==> src/rtl/alu_seq_exec.sv <==
// rtl/alu_seq_exec.sv - execute-stage ALU with valid/ready handshake and iterative shifter
module alu_seq_exec #(
    parameter int WIDTH = 32,
    parameter int SHW   = $clog2(WIDTH)
) (
    input  logic             clk,
    input  logic             rst_n,
    input  logic             flush,
    input  logic             in_valid,
    output logic             in_ready,
    input  logic [3:0]       operation,
    input  logic [WIDTH-1:0] srcA,
    input  logic [WIDTH-1:0] srcB,
    output logic             out_valid,
    input  logic             out_ready,
    output logic [WIDTH-1:0] result,
    output logic             zero,
    output logic             busy
);

    typedef enum logic [1:0] {S_IDLE, S_LOAD, S_SHIFT, S_DONE} state_t;

    state_t           state_q, state_d;
    logic [WIDTH-1:0] result_q, result_d;
    logic [WIDTH-1:0] acc_q, acc_d;
    logic [SHW-1:0]   count_q, count_d;
    logic [3:0]       op_q, op_d;
    logic [WIDTH-1:0] alu_val;
    logic [WIDTH-1:0] shifted;
    logic [SHW-1:0]   amount;
    logic             is_shift;
    logic             accept;

    assign amount   = srcB[SHW-1:0];
    assign is_shift = (operation == 4'b0100) || (operation == 4'b0101) || (operation == 4'b0111);
    assign accept   = in_valid && in_ready;

    // Single-cycle datapath; shift-by-zero passes srcA through.
    always_comb begin
        alu_val = '0;
        case (operation)
            4'b0000: alu_val = srcA & srcB;
            4'b0001: alu_val = srcA | srcB;
            4'b0010: alu_val = srcA + srcB;
            4'b0011: alu_val = {{(WIDTH-1){1'b0}}, ($signed(srcA) < $signed(srcB))};
            4'b0100: alu_val = srcA;
            4'b0101: alu_val = srcA;
            4'b0110: alu_val = srcA - srcB;
            4'b0111: alu_val = srcA;
            4'b1000: alu_val = {{(WIDTH-1){1'b0}}, (srcA == srcB)};
            4'b1001: alu_val = srcA ^ srcB;
            4'b1100: alu_val = srcA + srcB;
            default: alu_val = '0;
        endcase
    end

    always_comb begin
        shifted = '0;
        case (op_q)
            4'b0100: shifted = {acc_q[WIDTH-2:0], 1'b0};
            4'b0101: shifted = {1'b0, acc_q[WIDTH-1:1]};
            default: shifted = {acc_q[WIDTH-1], acc_q[WIDTH-1:1]};
        endcase
    end

    always_ff @(posedge clk or negedge rst_n) begin
        if (!rst_n) begin
            state_q  <= S_IDLE;
            result_q <= '0;
            acc_q    <= '0;
            count_q  <= '0;
            op_q     <= '0;
        end else begin
            state_q  <= state_d;
            result_q <= result_d;
            acc_q    <= acc_d;
            count_q  <= count_d;
            op_q     <= op_d;
        end
    end

    // Accept is only possible in IDLE or in DONE with out_ready, so it takes priority over the state case.
    always_comb begin
        state_d  = state_q;
        result_d = result_q;
        acc_d    = acc_q;
        count_d  = count_q;
        op_d     = op_q;
        if (flush) begin
            state_d = S_IDLE;
            count_d = '0;
        end else if (accept) begin
            op_d = operation;
            if (is_shift && (amount != '0)) begin
                acc_d   = srcA;
                count_d = amount;
                state_d = S_LOAD;
            end else begin
                result_d = alu_val;
                state_d  = S_DONE;
            end
        end else begin
            case (state_q)
                S_IDLE:  state_d = S_IDLE;
                S_LOAD:  state_d = S_SHIFT;
                S_SHIFT: begin
                    acc_d   = shifted;
                    count_d = count_q - 1'b1;
                    if (count_q == SHW'(1)) begin
                        result_d = shifted;
                        state_d  = S_DONE;
                    end
                end
                S_DONE:  if (out_ready) state_d = S_IDLE;
                default: state_d = S_IDLE;
            endcase
        end
    end

    always_comb begin
        in_ready  = !flush && ((state_q == S_IDLE) || ((state_q == S_DONE) && out_ready));
        out_valid = (state_q == S_DONE);
        busy      = (state_q != S_IDLE);
        result    = result_q;
        zero      = (result_q == '0);
    end

endmodule

==> config.mk <==
export PLATFORM = sky130hd
export DESIGN_NAME = alu_seq_exec
export DESIGN_NICKNAME = d
export VERILOG_FILES = /design/src/rtl/alu_seq_exec.sv
export SDC_FILE = /design/constraint.sdc
export NUM_CORES = 1
export LEC_CHECK = 0
export BUFFER_PORTS_ARGS = -buffer_cell sky130_fd_sc_hd__buf_2
export CORE_ASPECT_RATIO = 0.5
export CORE_MARGIN = 4
export CORE_UTILIZATION = 35
export CTS_CLUSTER_SIZE = 30
export DETAILED_ROUTE_END_ITERATION = 10
export GPL_ROUTABILITY_DRIVEN = 0
export PLACE_DENSITY_LB_ADDON = 0.3
export REMOVE_ABC_BUFFERS = 1
export SETUP_SLACK_MARGIN = 0.1
export SLEW_MARGIN = 15
export SYNTH_ARGS = -nofsm -noshare
export SYNTH_HDL_FRONTEND = slang
export SYNTH_SLANG_ARGS = --single-unit
==> constraint.sdc <==
create_clock -name clk -period 4.5 [get_ports clk]
set_input_delay 1.125 -clock clk [delete_from_list [all_inputs] [get_ports clk]]
set_output_delay 1.125 -clock clk [all_outputs]
set_load 0.1 [all_outputs]
# After elaboration in Yosys (flattened, before gate mapping)
# Index checks and enable logic that the tools add are counted.
[totals]
regBits = 75
latch_bits = 0
ram_bits = 0
rom_bits = 0
input_bits = 73
out_inout_bits = 36
n_memories = 0
[classes]
n_addsub = 3
multipliers = 0
div = 0
magnitude_cmp = 1
n_eq_ne = 22
shift = 0
muxes = 19
n_bitwise = 4
n_reduce_logical = 23
[ops]
columns = ["operator", "count"]
rows = [
  ["$pmux 32 s8", 1],
  ["$mux 32", 7],
  ["$pmux 32 s2", 1],
  ["$add 32x32->32", 1],
  ["$and 32x32->32", 1],
  ["$eq 32x32->1", 1],
  ["$logic_not 32->1", 1],
  ["$lt 32x32->1", 1],
  ["$or 32x32->32", 1],
  ["$sub 32x32->32", 1],
  ["$xor 32x32->32", 1],
  ["$eq 4x3->1 const B", 6],
  ["$mux 5", 4],
  ["$eq 4x4->1 const B", 3],
  ["$mux 2", 5],
  ["$eq 4x2->1 const B", 2],
  ["$pmux 2 s4", 1],
  ["$reduce_and 2->1", 3],
  ["$reduce_bool 2->1", 3],
  ["$eq 5x1->1 const B", 1],
  ["$reduce_bool 5->1", 1],
  ["$sub 5x1->5 const B", 1],
  ["$eq 2x2->1 const B", 2],
  ["$eq 4x1->1 const B", 1],
  ["other kinds (17)", 22],
]

# Depth between registers and ports, before layout
[depth]
ltp_word = 7
depth_mapped = 14

# Worst setup path after synthesis
# OpenSTA, ideal clock, no wires.
[synth_timing]
path_type = "register to register"
from = "reg state_q[1]"
to = "reg result_q[26] (netlist: result[26])"
setup_ns = 0.082
t_arrival_ns = 4.441
path_slack_ns = -0.023
path_stages_with_launch = 13
path_buffers = 2
period_less_slack_ns = 4.523
cell_sequence = "dfrtp_1 -> ha_1 -> a21oi_1 -> nor2_1 -> nand2_1 -> nand2b_1 -> clkbuf_1 -> o21a_1 -> buf_4 -> a2111oi_0 -> and3_1 -> or4_1 -> a31oi_1"
[synth_via]
elab_chain_len = 7
[synth_lines]
columns = ["item", "line_no", "rtl"]
rows = [
  ["start, declared", "23", "state_t state_q, state_d;"],
  ["start signal, assigned", "74", "state_q <= state_d;"],
  ["$eq 2x2->1 (*)", "-", ""],
  ["net out_valid", "14", "output logic out_valid,"],
  ["$logic_and 1x1->1 (*)", "121", "in_ready = !flush && ((state_q == S_IDLE) || ((state_q == S_DONE) && out_ready));"],
  ["$logic_or 1x1->1 (*)", "121", ""],
  ["$logic_and 1x1->1 (*)", "121", ""],
  ["net in_ready", "10", "output logic in_ready,"],
  ["$logic_and 1x1->1 (*)", "36", "assign accept = in_valid && in_ready;"],
  ["$ne 2x2->1 (no source line) / $reduce_bool 2->1 (equally long branches)", "-", ""],
  ["$reduce_and 4->1 (no source line)", "-", ""],
  ["end signal, assigned", "75", "result_q <= result_d;"],
  ["end, declared", "24", "logic [WIDTH-1:0] result_q, result_d;"],
]
# The timed path passes the listed nets; every way through them passes the cells marked *.
# A chain may end at the register's enable or synchronous reset.

# Worst setup path in the final report
[layout_timing]
from = "in srcA[0]"
to = "reg result_q[30] (netlist: result[30])"
[layout_via]
elab_chain_len = 4
[layout_lines]
columns = ["item", "line_no", "rtl"]
rows = [
  ["start, declared", "12", "input logic [WIDTH-1:0] srcA,"],
  ["$add 32x32->32 / $sub 32x32->32 (equally long branches)", "44, 52, 48", ""],
  ["$pmux 32 s8 (*)", "41", "case (operation)"],
  ["$mux 32 (*)", "94", "if (is_shift && (amount != '0)) begin"],
  ["$mux 32 (*)", "92", "end else if (accept) begin"],
]
# Every way passes the cells marked *; elsewhere a longest branch is shown, timed or not. The select of a mux whose other input is x is not followed.

==> results_dict.tcl <==
set metrics [dict create \
    min_path_type "register to register" \
    die-area_um2 29200 \
    cts_tree "yes" \
    drt_first_pass_iters 6 \
    grt_use_total 0.226 \
    cts_hold_buffers 0 \
    r2r-end "result[26]$_DFFE_PN0P_" \
    critPathBufInv 2 \
    fin_setup_tns_ns 0 \
    critPathTopFamily "compound AO/OA/AOI/OAI gates" \
    p_per_area_nw_per_um2 515 \
    nets 1494 \
    syn_avg_cell_area_um2 7.40 \
    cpMaxStageDelayCell "a2111o_1" \
    r2r_start "state_q[0]$_DFFE_PN0P_" \
    place_hpwl_um 25400 \
    synthAdderAreaFrac 0.141 \
    fmax_mhz 250 \
    path_class "primary input to register" \
    yosys.area.top_type "dfrtp_1" \
    portBuffers 108 \
    antenna_found_initial 2 \
    syn_inst 1246 \
    rows 41 \
    met3_usage 0.0449 \
    r2r_slack_ns 1.56 \
    min_to "op_q[3]$_DFFE_PN0P_" \
    wl_per_cell_um 20.2 \
    worst_pin_slew_ns 0.895 \
    maxSlewViolCount 0 \
    synthSimpleGateAreaFrac 0.190 \
    crit_arrival_ns 4.24 \
    finalHoldViolCount 0 \
    place_inst 1651 \
    synth_most_common_cell "nor2_1" \
    cpPeakStageDelay_ns 0.52 \
    antenna_cells 0 \
    drtIter0Drc 1158 \
    vias 10000 \
    synth_top_family_by_area "compound AO/OA/AOI/OAI gates" \
    synth_cell_types 82 \
    ys_warn_count 0 \
    clk_latency_ns 0.36 \
    maxCapViolCount 0 \
    async_flop_share 1.00 \
    die_h_um 123 \
    ys_seq_area_frac 0.204 \
    leakagePower_nw 4.68 \
    synthXorXnorAreaFrac 0.0105 \
    min_period_ns 4.00 \
    end_kind "register" \
    drc 0 \
    cp_common_cell "a21oi_1" \
    drive_gt1_frac 0.147 \
    synth_edf_count 0 \
    area_delta_synth_final_pct 13.1 \
    use_met2 0.357 \
    core_um2 25500 \
    rsz0062_at_grt "false" \
    die_w_um 237 \
    fin_util 0.408 \
    min-delay-start "op_q[3]$_DFFE_PN0P_" \
    grt_pass1_vias 9421 \
    grt_pass1_wl_um 52900 \
    wirelength_um 33700 \
    ios 109 \
    clk_pin_slew_ns 0.06 \
    drt-vias-per-instance 6.00 \
    synth-compound-area-share 0.324 \
    cp_num_cells 14 \
    required_ns 4.73 \
    start_util 0.361 \
    synthMuxAreaShare 0.0439 \
    use_met1 0.312 \
    synth_ff_type "dfrtp_1" \
    crit_path_max_fanout 4 \
    clockRootBuffer "clkbuf_16" \
    layout.cells.non_filler 1667 \
    postCtsSetupBuffers 0 \
    fin_worst_skew_ns 0.00745 \
    layout_worst_path_cycle_share 0.890 \
    synth_top_area_share 0.204 \
    overflow 0 \
    antenna_left 0 \
    grt_max_degree 67 \
    clockBufferDepth 2 \
    numCtsBuffers 9 \
    cts.sinks 75 \
    ys_ff_latch 75 \
    path_cells "buf_2 > ha_1 > inv_1 > fa_1 > nor2b_4 > o211ai_2 > a2111o_1 > a21oi_1 > o2111ai_1 > a21oi_1 > nor3b_1 > mux2_2 > a22oi_1 > o22ai_1" \
    cts_resized 0 \
    finalPower_mw 5.37 \
    synth_area_um2 9220 \
    min_path_cells 2 \
    relSlewSlack 0.403 \
    top_usage_layer "met2" \
    synth_common_cells "nor2_1 (154), a21oi_1 (151), ha_1 (101), inv_1 (96), nand2_1 (93)" \
    setup_viol 0 \
    yosys-top-cells-area "dfrtp_1 (20%), ha_1 (14%), a21oi_1 (8.2%)" \
    outcome "complete, no violations" \
    ir_worst_vdd_uv 333 \
    h-tree-depth 3 \
    hold_ws_ns 0.484 \
    startpoint_type "primary input" \
    r2r_cells 11 \
]
## power by group
group / switching [mW] / internal [mW] / leakage [nW]
registers: 0.303 / 0.991 / 0.946
logic: 2.37 / 0.827 / 3.57
clock network: 0.319 / 0.558 / 0.163
## stage by stage
stage          worst slack [ns]  area (µm²)
6_report                  0.495       10400
5_1_grt                   0.332       10400
4_1_cts                   0.608       10400
3_5_place_dp              0.259       10100
3_3_place_gp              0.325       10100
2_1_floorplan             -2.42        8810
## cells in the final DEF (no fill, tap or decap), types with 16 or more instances in the layout
cell,instances
nand2_1,92
o22ai_1,18
ha_1,101
a21oi_1,149
o211ai_1,17
buf_4,35
nand3_1,21
nor4_1,16
mux2i_1,37
inv_1,96
o21ai_0,77
nor3_1,31
o21bai_1,19
o21ai_1,16
dfrtp_1,75
a221oi_1,25
buf_2,107
nor2_1,153
## logic make-up (layout without fill, tap and decap cells)
kind of cell | after synthesis | count (layout)
compound gates | 450 | 450
simple gates | 383 | 383
buf+inv | 184 | 261
fa+ha+maj | 103 | 103
flops | 75 | 75
mux | 40 | 40
xor+xnor | 11 | 11
## registers in the layout, indices dropped and copies added (netlist names)
name / count
acc_q: 32
result: 32
op_q: 4
state_q: 2
count_q: 5
## worst reg2reg max path: cells and delay by family, from the launching register on
kind,cells,cell delay (ns)
AND/OR/NAND/NOR,4,0.90
flip-flops,1,0.37
buffers and inverters,1,0.08
adder cells (fa/ha/maj),1,0.21
AO/OA/AOI/OAI,5,1.26
## layout make-up
class                   instances  area (µm²)
clock inverters                 4        97.6
clock buffers                  12         246
repair buffers                142         798
multi-input cells             987        6590
flip-flops and latches         75        1880
well taps                     344         430
inverters                     103         387
fillers                      2678       15100
## layer usage
layer / part of all wire / wire, µm
met4: 0.027 / 916
met3: 0.084 / 2820
met1: 0.45 / 15100
met5: 0.00077 / 26
met2: 0.44 / 14900
## worst max-delay path by stage
stage	start	to	slack (ns)
finish	srcA[0]	result[30]$_DFFE_PN0P_	0.50
global route	srcA[0]	result[24]$_DFFE_PN0P_	0.33
CTS	srcA[0]	result[30]$_DFFE_PN0P_	0.61
detailed placement	srcA[0]	result[24]$_DFFE_PN0P_	0.26
global placement	srcA[0]	result[24]$_DFFE_PN0P_	0.33
floorplan	state_q[1]$_DFFE_PN0P_	result[17]$_DFFE_PN0P_	-2.42
Power figures use the tool's default switching activity.
